## config.mk

```make
export PLATFORM = sky130hd
export DESIGN_NAME = rr_grant_gen_flat
export DESIGN_NICKNAME = d
export VERILOG_FILES = /design/src/rtl/rr_grant_gen_pkg.sv /design/src/rtl/rr_grant_gen_if.sv /design/src/rtl/rr_grant_gen_pick.sv /design/src/rtl/rr_grant_gen.sv /design/src/flat_wrapper.sv
export SDC_FILE = /design/constraint.sdc
export NUM_CORES = 1
export LEC_CHECK = 0
export ABC_AREA = 0
export BUFFER_PORTS_ARGS = -buffer_cell sky130_fd_sc_hd__buf_4
export CORE_UTILIZATION = 37
export CTS_CLUSTER_DIAMETER = 150
export CTS_CLUSTER_SIZE = 28
export DETAILED_ROUTE_END_ITERATION = 16
export GPL_ROUTABILITY_DRIVEN = 0
export HOLD_SLACK_MARGIN = 0.03
export PLACE_DENSITY = 0.61
export SLEW_MARGIN = 25
export SYNTH_ARGS = -nofsm -noshare
export SYNTH_HDL_FRONTEND = slang
export SYNTH_SLANG_ARGS = --single-unit
```

## constraint.sdc

```tcl
create_clock -name clk -period 2.9 [get_ports clk]
set_clock_uncertainty 0.2 [all_clocks]
set_input_delay 0 -clock clk [delete_from_list [all_inputs] [get_ports clk]]
set_output_delay 0 -clock clk [all_outputs]
set_load 0.03 [all_outputs]
```

## src/rtl/rr_grant_gen_pkg.sv

```systemverilog
// Shared definitions for the round-robin grant generator.
//   N_REQ   : requester count, fixed to the downstream 8-to-3 encoder width
//   IDX_W   : requester index width
//   state_t : arbiter FSM states
//   onehot  : index -> one-hot grant vector, bit 0 = MSB (encoder index 0)
package rr_arb_pkg;

  localparam int unsigned N_REQ = 8;
  localparam int unsigned IDX_W = 3;

  typedef enum logic {
    IDLE,
    BUSY
  } state_t;

  function automatic logic [0:N_REQ-1] onehot(input logic [IDX_W-1:0] idx);
    logic [0:N_REQ-1] v;
    v      = '0;
    v[idx] = 1'b1;
    return v;
  endfunction

endpackage

```

## src/rtl/rr_grant_gen_if.sv

```systemverilog
// Request/grant bundle between the requesters and the arbiter.
//   en      : arbiter enable
//   req     : request lines, req[i] -> encoder index i
//   done    : holder releases its grant
//   gnt     : registered one-hot grant (zero = no grant)
//   busy    : grant held
//   timeout : forced-release pulse
// master drives the requests, slave (the arbiter) drives the grant side.
interface rr_grant_gen_if;
  import rr_arb_pkg::*;

  logic             en;
  logic [0:N_REQ-1] req;
  logic             done;
  logic [0:N_REQ-1] gnt;
  logic             busy;
  logic             timeout;

  modport master (output en, req, done, input gnt, busy, timeout);
  modport slave  (input en, req, done, output gnt, busy, timeout);

endinterface

```

## src/rtl/rr_grant_gen_pick.sv

```systemverilog
// Combinational rotated-priority selector.
//   req      : request lines
//   ptr      : index with highest priority this cycle
//   pick_idx : first requesting index scanning ptr, ptr+1, ... (mod 8)
//   pick_vld : at least one request present
module rr_pick
  import rr_arb_pkg::*;
(
  input  logic [0:N_REQ-1] req,
  input  logic [IDX_W-1:0] ptr,
  output logic [IDX_W-1:0] pick_idx,
  output logic             pick_vld
);

  always_comb begin
    pick_idx = '0;
    pick_vld = 1'b0;
    for (int unsigned k = 0; k < N_REQ; k++) begin
      // IDX_W-bit add wraps naturally at N_REQ
      if (!pick_vld && req[ptr + IDX_W'(k)]) begin
        pick_vld = 1'b1;
        pick_idx = ptr + IDX_W'(k);
      end
    end
  end

endmodule

```

## src/rtl/rr_grant_gen.sv

```systemverilog
// Round-robin arbiter feeding the 8-to-3 encoder with a registered,
// strictly one-hot (or zero) grant vector.
//   clk   : clock, rising edge
//   rst_n : synchronous active-low reset
//   bus   : request/grant bundle (slave side)
// A release always passes through IDLE, so gnt is zero for at least one
// cycle between grants. MAX_HOLD bounds how long a grant can be held.
module rr_grant_gen
  import rr_arb_pkg::*;
#(
  parameter int unsigned MAX_HOLD = 16,
  parameter int unsigned HOLD_W   = 5
)(
  input logic          clk,
  input logic          rst_n,
  rr_grant_gen_if.slave bus
);

  state_t           state_q, state_d;
  logic [0:N_REQ-1] gnt_q,   gnt_d;
  logic [IDX_W-1:0] gidx_q,  gidx_d;
  logic [IDX_W-1:0] ptr_q,   ptr_d;
  logic [HOLD_W-1:0] hold_q, hold_d;
  logic             to_q,    to_d;

  logic [IDX_W-1:0] pick_idx;
  logic             pick_vld;

  rr_pick u_pick (
    .req      (bus.req),
    .ptr      (ptr_q),
    .pick_idx (pick_idx),
    .pick_vld (pick_vld)
  );

  always_comb begin
    state_d = state_q;
    gnt_d   = gnt_q;
    gidx_d  = gidx_q;
    ptr_d   = ptr_q;
    hold_d  = hold_q;
    to_d    = 1'b0;
    case (state_q)
      IDLE: begin
        if (bus.en && pick_vld) begin
          state_d = BUSY;
          gnt_d   = onehot(pick_idx);
          gidx_d  = pick_idx;
          hold_d  = HOLD_W'(1);
        end
      end
      BUSY: begin
        if (!bus.en) begin
          // abort: pointer left alone so the same requester wins again
          state_d = IDLE;
          gnt_d   = '0;
        end else if (bus.done || !bus.req[gidx_q]) begin
          state_d = IDLE;
          gnt_d   = '0;
          ptr_d   = gidx_q + IDX_W'(1);
        end else if (hold_q == HOLD_W'(MAX_HOLD)) begin
          state_d = IDLE;
          gnt_d   = '0;
          ptr_d   = gidx_q + IDX_W'(1);
          to_d    = 1'b1;
        end else if (hold_q != '1) begin
          hold_d = hold_q + HOLD_W'(1);
        end
      end
      default: begin
        state_d = IDLE;
        gnt_d   = '0;
      end
    endcase
  end

  always_ff @(posedge clk) begin
    if (!rst_n) begin
      state_q <= IDLE;
      gnt_q   <= '0;
      gidx_q  <= '0;
      ptr_q   <= '0;
      hold_q  <= '0;
      to_q    <= 1'b0;
    end else begin
      state_q <= state_d;
      gnt_q   <= gnt_d;
      gidx_q  <= gidx_d;
      ptr_q   <= ptr_d;
      hold_q  <= hold_d;
      to_q    <= to_d;
    end
  end

  assign bus.gnt     = gnt_q;
  assign bus.busy    = |gnt_q;
  assign bus.timeout = to_q;

endmodule

```

## src/flat_wrapper.sv

```systemverilog
// flat-port wrapper written by rule: the top's interface ports become plain ports
module rr_grant_gen_flat import rr_arb_pkg::*;
#(
  parameter int unsigned MAX_HOLD = 16,
  parameter int unsigned HOLD_W   = 5
)
  (clk, rst_n, bus_en, bus_req, bus_done, bus_gnt, bus_busy, bus_timeout);
  rr_grant_gen_if bus_i ();
  input logic clk;
  input logic rst_n;
  input wire logic [$bits(bus_i.en)-1:0] bus_en;
  input wire logic [$bits(bus_i.req)-1:0] bus_req;
  input wire logic [$bits(bus_i.done)-1:0] bus_done;
  output wire logic [$bits(bus_i.gnt)-1:0] bus_gnt;
  output wire logic [$bits(bus_i.busy)-1:0] bus_busy;
  output wire logic [$bits(bus_i.timeout)-1:0] bus_timeout;
  assign bus_i.en = bus_en;
  assign bus_i.req = bus_req;
  assign bus_i.done = bus_done;
  assign bus_gnt = bus_i.gnt;
  assign bus_busy = bus_i.busy;
  assign bus_timeout = bus_i.timeout;
  rr_grant_gen #(.MAX_HOLD(MAX_HOLD), .HOLD_W(HOLD_W)) u_core (.clk(clk), .rst_n(rst_n), .bus(bus_i));
endmodule
```

==> impl_metrics.env <==
export IMPL_max_freq_mhz=334
export IMPL_layout_drive_gt1_share_pct=39.5
export IMPL_post_route_drc_count=0
export IMPL_ys_dominant_reg_cell="sky130_fd_sc_hd__dfxtp_1"
export IMPL_postRouteAntennaNets=0
export IMPL_final_setup_worst_slack_ns=-0.0930
export IMPL_post_synthesis_to_final_layout_area_growth_pct=29.4
export IMPL_hold_path_class="flip-flop to flip-flop"
export IMPL_cts_buffers=3
export IMPL_ys_seq_elements=21
export IMPL_sequential_share_of_power_pct=36.3
export IMPL_dpl_instance_area_sq_um=2400
export IMPL_max_vdd_ir_drop_mv=0.247
export IMPL_setup_violations=12
export IMPL_clock_sinks=21
export IMPL_tns_ns=-0.818
export IMPL_max_slew_worst_pin_slew_ns=0.535
export IMPL_crit_path_end_kind="flip-flop"
export IMPL_synth_async_sr_flop_share_pct=0
export IMPL_vias_per_cell=5.50
export IMPL_power_density_cell_area_nw_per_um2=324
export IMPL_p_comb_share_pct=41.6
export IMPL_clock_share_of_power_pct=22.0
export IMPL_tritoncts="yes"
export IMPL_ranking_of_synthesized_cells_by_area="sky130_fd_sc_hd__dfxtp_1, sky130_fd_sc_hd__mux4_2, sky130_fd_sc_hd__mux2i_1"
export IMPL_period_share_pct=103
export IMPL_crit_fanout=8
export IMPL_grt_usage_pct=18.6
export IMPL_first_global_vias=1775
export IMPL_mostFrequentLayoutCell="sky130_fd_sc_hd__buf_4"
export IMPL_fin_crit_ns=2.99
export IMPL_type_of_the_setup_path_with_the_least_slack="flip-flop to flip-flop"
export IMPL_yosys_area_top_type="sky130_fd_sc_hd__dfxtp_1"
export IMPL_global_route_overflow_total=0
export IMPL_syn_avg_cell_area_sq_um=9.65
export IMPL_run_status="finished with violations"
export IMPL_failed_checks="negative setup slack"
export IMPL_netSwitchingPower_mw=0.280
export IMPL_hold_viol_final=0
export IMPL_max_slew_margin_pct=64.1
export IMPL_yosysTopAreaCellShare_pct=20.6
export IMPL_synthesis_nets=230
export IMPL_grt_pass1_wl_um=8860
export IMPL_power_switching_fraction_pct=32.7
export IMPL_drt_iter0_drc=180
export IMPL_syn_inst=212
export IMPL_p_total_mw=0.858
export IMPL_worst_endpoint_required_ns=2.90
export IMPL_worst_endpoint_arrival_ns=2.99
export IMPL_largest_net_degree_at_the_start_of_global_routing=22
export IMPL_antenna_found_initial=0
export IMPL_leakagePower_nw=1.01
export IMPL_fp_dieW_um=76.4
export IMPL_startpoint_types="flip-flop"
export IMPL_yosysWarnings=0
export IMPL_post_synthesis_sequential_area_ratio_pct=20.6
export IMPL_design_final_nets=275
export IMPL_fp_dieH_um=76.4
export IMPL_clock_path_buffers=2
export IMPL_internal_power_mw=0.578
export IMPL_final_max_slew_violation_count=0
export IMPL_area_of_the_core_region_sq_um=5200
export IMPL_clock_tree_htree_level_count=1
export IMPL_dp_final_hpwl_um=3590
export IMPL_clk_insertion_delay_late_ns=0.26
export IMPL_num_antenna_cells=0
export IMPL_synth_lib_cells_used_distinct=57
export IMPL_postRouteWirelength_um=5040
export IMPL_drt_first_pass_iters=5
export IMPL_clockRootBuffer="sky130_fd_sc_hd__clkbuf_8"
export IMPL_floorplan_die_area_sq_um=5830
export IMPL_rsz0062_at_grt="yes"
export IMPL_routed_wire_length_per_instance_um=15.5
export IMPL_maxCapViolations=0
export IMPL_post_route_standard_cell_area_excluding_fillers_sq_um=2650
export IMPL_synth_edff_count=0
export IMPL_cts_clk_slew_worst_paths_ns=0.08
export IMPL_final_cell_mix="sky130_fd_sc_hd__buf_4, sky130_fd_sc_hd__dfxtp_1, sky130_fd_sc_hd__mux2i_1"
export IMPL_placementRows=26
export IMPL_syn_cell_area_sq_um=2050
export IMPL_initial_core_util_pct=39.3
export IMPL_design_portCount=22
export IMPL_dr_total_vias=1793
export IMPL_port_buf_inserts=21
-- final timing paths --
path / end / from / depth (start not counted) / slack [ns]
setup reg to reg: u_core.bus.gnt[5]$_SDFFE_PN0P_ / u_core.ptr_q[0]$_SDFFE_PN0P_ / 11 / -0.09
hold / removal: u_core.bus.gnt[4]$_SDFFE_PN0P_ / u_core.bus.gnt[4]$_SDFFE_PN0P_ / 1 / 0.32
hold reg to reg: u_core.bus.gnt[4]$_SDFFE_PN0P_ / u_core.bus.gnt[4]$_SDFFE_PN0P_ / 1 / 0.32
setup / recovery: u_core.bus.gnt[5]$_SDFFE_PN0P_ / u_core.ptr_q[0]$_SDFFE_PN0P_ / 11 / -0.09
-- repair_timing --
| item | 4_1_cts | 5_1_grt |
|---|---|---|
| setup buffers | 5 | 2 |
| endpoints found under the hold margin | 11 | 0 |
| pin swaps | 15 | 6 |
| gates resized for setup | 13 | 11 |
| hold buffers | 5 | 0 |
| endpoints found under the setup margin | 12 | 16 |
-- Yosys cell counts (3+ instances only) --
cell type                  count
sky130_fd_sc_hd__nor2b_1      12
sky130_fd_sc_hd__nand2_1      14
sky130_fd_sc_hd__clkbuf_1      5
sky130_fd_sc_hd__mux2i_1      22
sky130_fd_sc_hd__nor3_1        6
sky130_fd_sc_hd__mux2_1        3
sky130_fd_sc_hd__ha_1          6
sky130_fd_sc_hd__and2_1        3
sky130_fd_sc_hd__o22ai_1       3
sky130_fd_sc_hd__inv_1         4
sky130_fd_sc_hd__nand2b_1      3
sky130_fd_sc_hd__o21ai_0       6
sky130_fd_sc_hd__mux2_2        3
sky130_fd_sc_hd__o21a_1        3
sky130_fd_sc_hd__buf_6         5
sky130_fd_sc_hd__a21oi_1      11
sky130_fd_sc_hd__xnor2_1       5
sky130_fd_sc_hd__nor2_1        7
sky130_fd_sc_hd__mux4_2       14
sky130_fd_sc_hd__a22o_1        8
sky130_fd_sc_hd__dfxtp_1      21
-- registers in the layout, indices dropped and copies added, names as in the netlist --
register and count:
u_core.gidx_q 3, u_core.ptr_q 3, u_core.state_q 1, u_core.bus.timeout 1, u_core.bus.gnt 8, u_core.hold_q 5
-- metrics by stage --
| step | hold slack (ns) | instances | utilization (%) | setup slack [ns] |
|---|---|---|---|---|
| after floorplan | -0.122 | 212 | - | -0.150 |
| after global placement | -0.0222 | 311 | 46.1 | -0.0744 |
| after detailed placement | -0.0268 | 311 | 46.1 | -0.0839 |
| after CTS | 0.320 | 325 | 49.8 | -0.0514 |
| after global routing | 0.344 | 326 | 50.8 | -0.224 |
| final | 0.318 | 326 | 50.8 | -0.0930 |
-- logic make-up (layout without fill, tap and decap cells) --
kind of cell | Yosys count | in the layout | synth area share, %
and+or+nand+nor | 63 | 63 | 17.3
buffers and inverters | 20 | 64 | 5.87
DFF | 21 | 21 | 20.6
xor gates and xnor gates | 8 | 8 | 3.79
muxes | 43 | 43 | 30.2
AOI/OAI and AO/OA | 51 | 51 | 18.6
adders and majority gates | 6 | 6 | 3.67
-- layout make-up --
type	count	area, sq um
Fill cell	495	2560
Sequential cell	21	425
Multi-Input combinational cell	171	1610
Tap cell	70	87.6
Inverter	7	36.3
Timing Repair Buffer	53	447
Clock buffer	4	45.0
-- worst max-delay path, stage by stage (launching register included) --
cell and delay [ns]:
sky130_fd_sc_hd__dfxtp_4 0.39, sky130_fd_sc_hd__inv_8 0.03, sky130_fd_sc_hd__ha_4 0.28, sky130_fd_sc_hd__buf_12 0.13, sky130_fd_sc_hd__mux2i_2 0.22, sky130_fd_sc_hd__mux4_2 0.26
sky130_fd_sc_hd__a32o_2 0.22, sky130_fd_sc_hd__nand3_2 0.10, sky130_fd_sc_hd__o41a_1 0.51, sky130_fd_sc_hd__nand2b_4 0.19, sky130_fd_sc_hd__a21oi_4 0.21, sky130_fd_sc_hd__a22o_1 0.18
-- power by group through the flow --
stage / clock network (mW) / registers [mW] / logic, mW
floorplan: 0 / 0.325 / 0.214
global placement: 0 / 0.318 / 0.317
detailed placement: 0 / 0.319 / 0.318
CTS: 0.197 / 0.312 / 0.345
global route: 0.210 / 0.314 / 0.388
finish: 0.189 / 0.312 / 0.357
-- routing by layer --
layer  part of all wire (%)  global-route usage [%]
met1                     46                    26.1
met2                     49                    30.1
met3                    3.9                    2.63
met4                   0.91                    4.04
met5                      0                       0
Power figures use the tool's default switching activity.
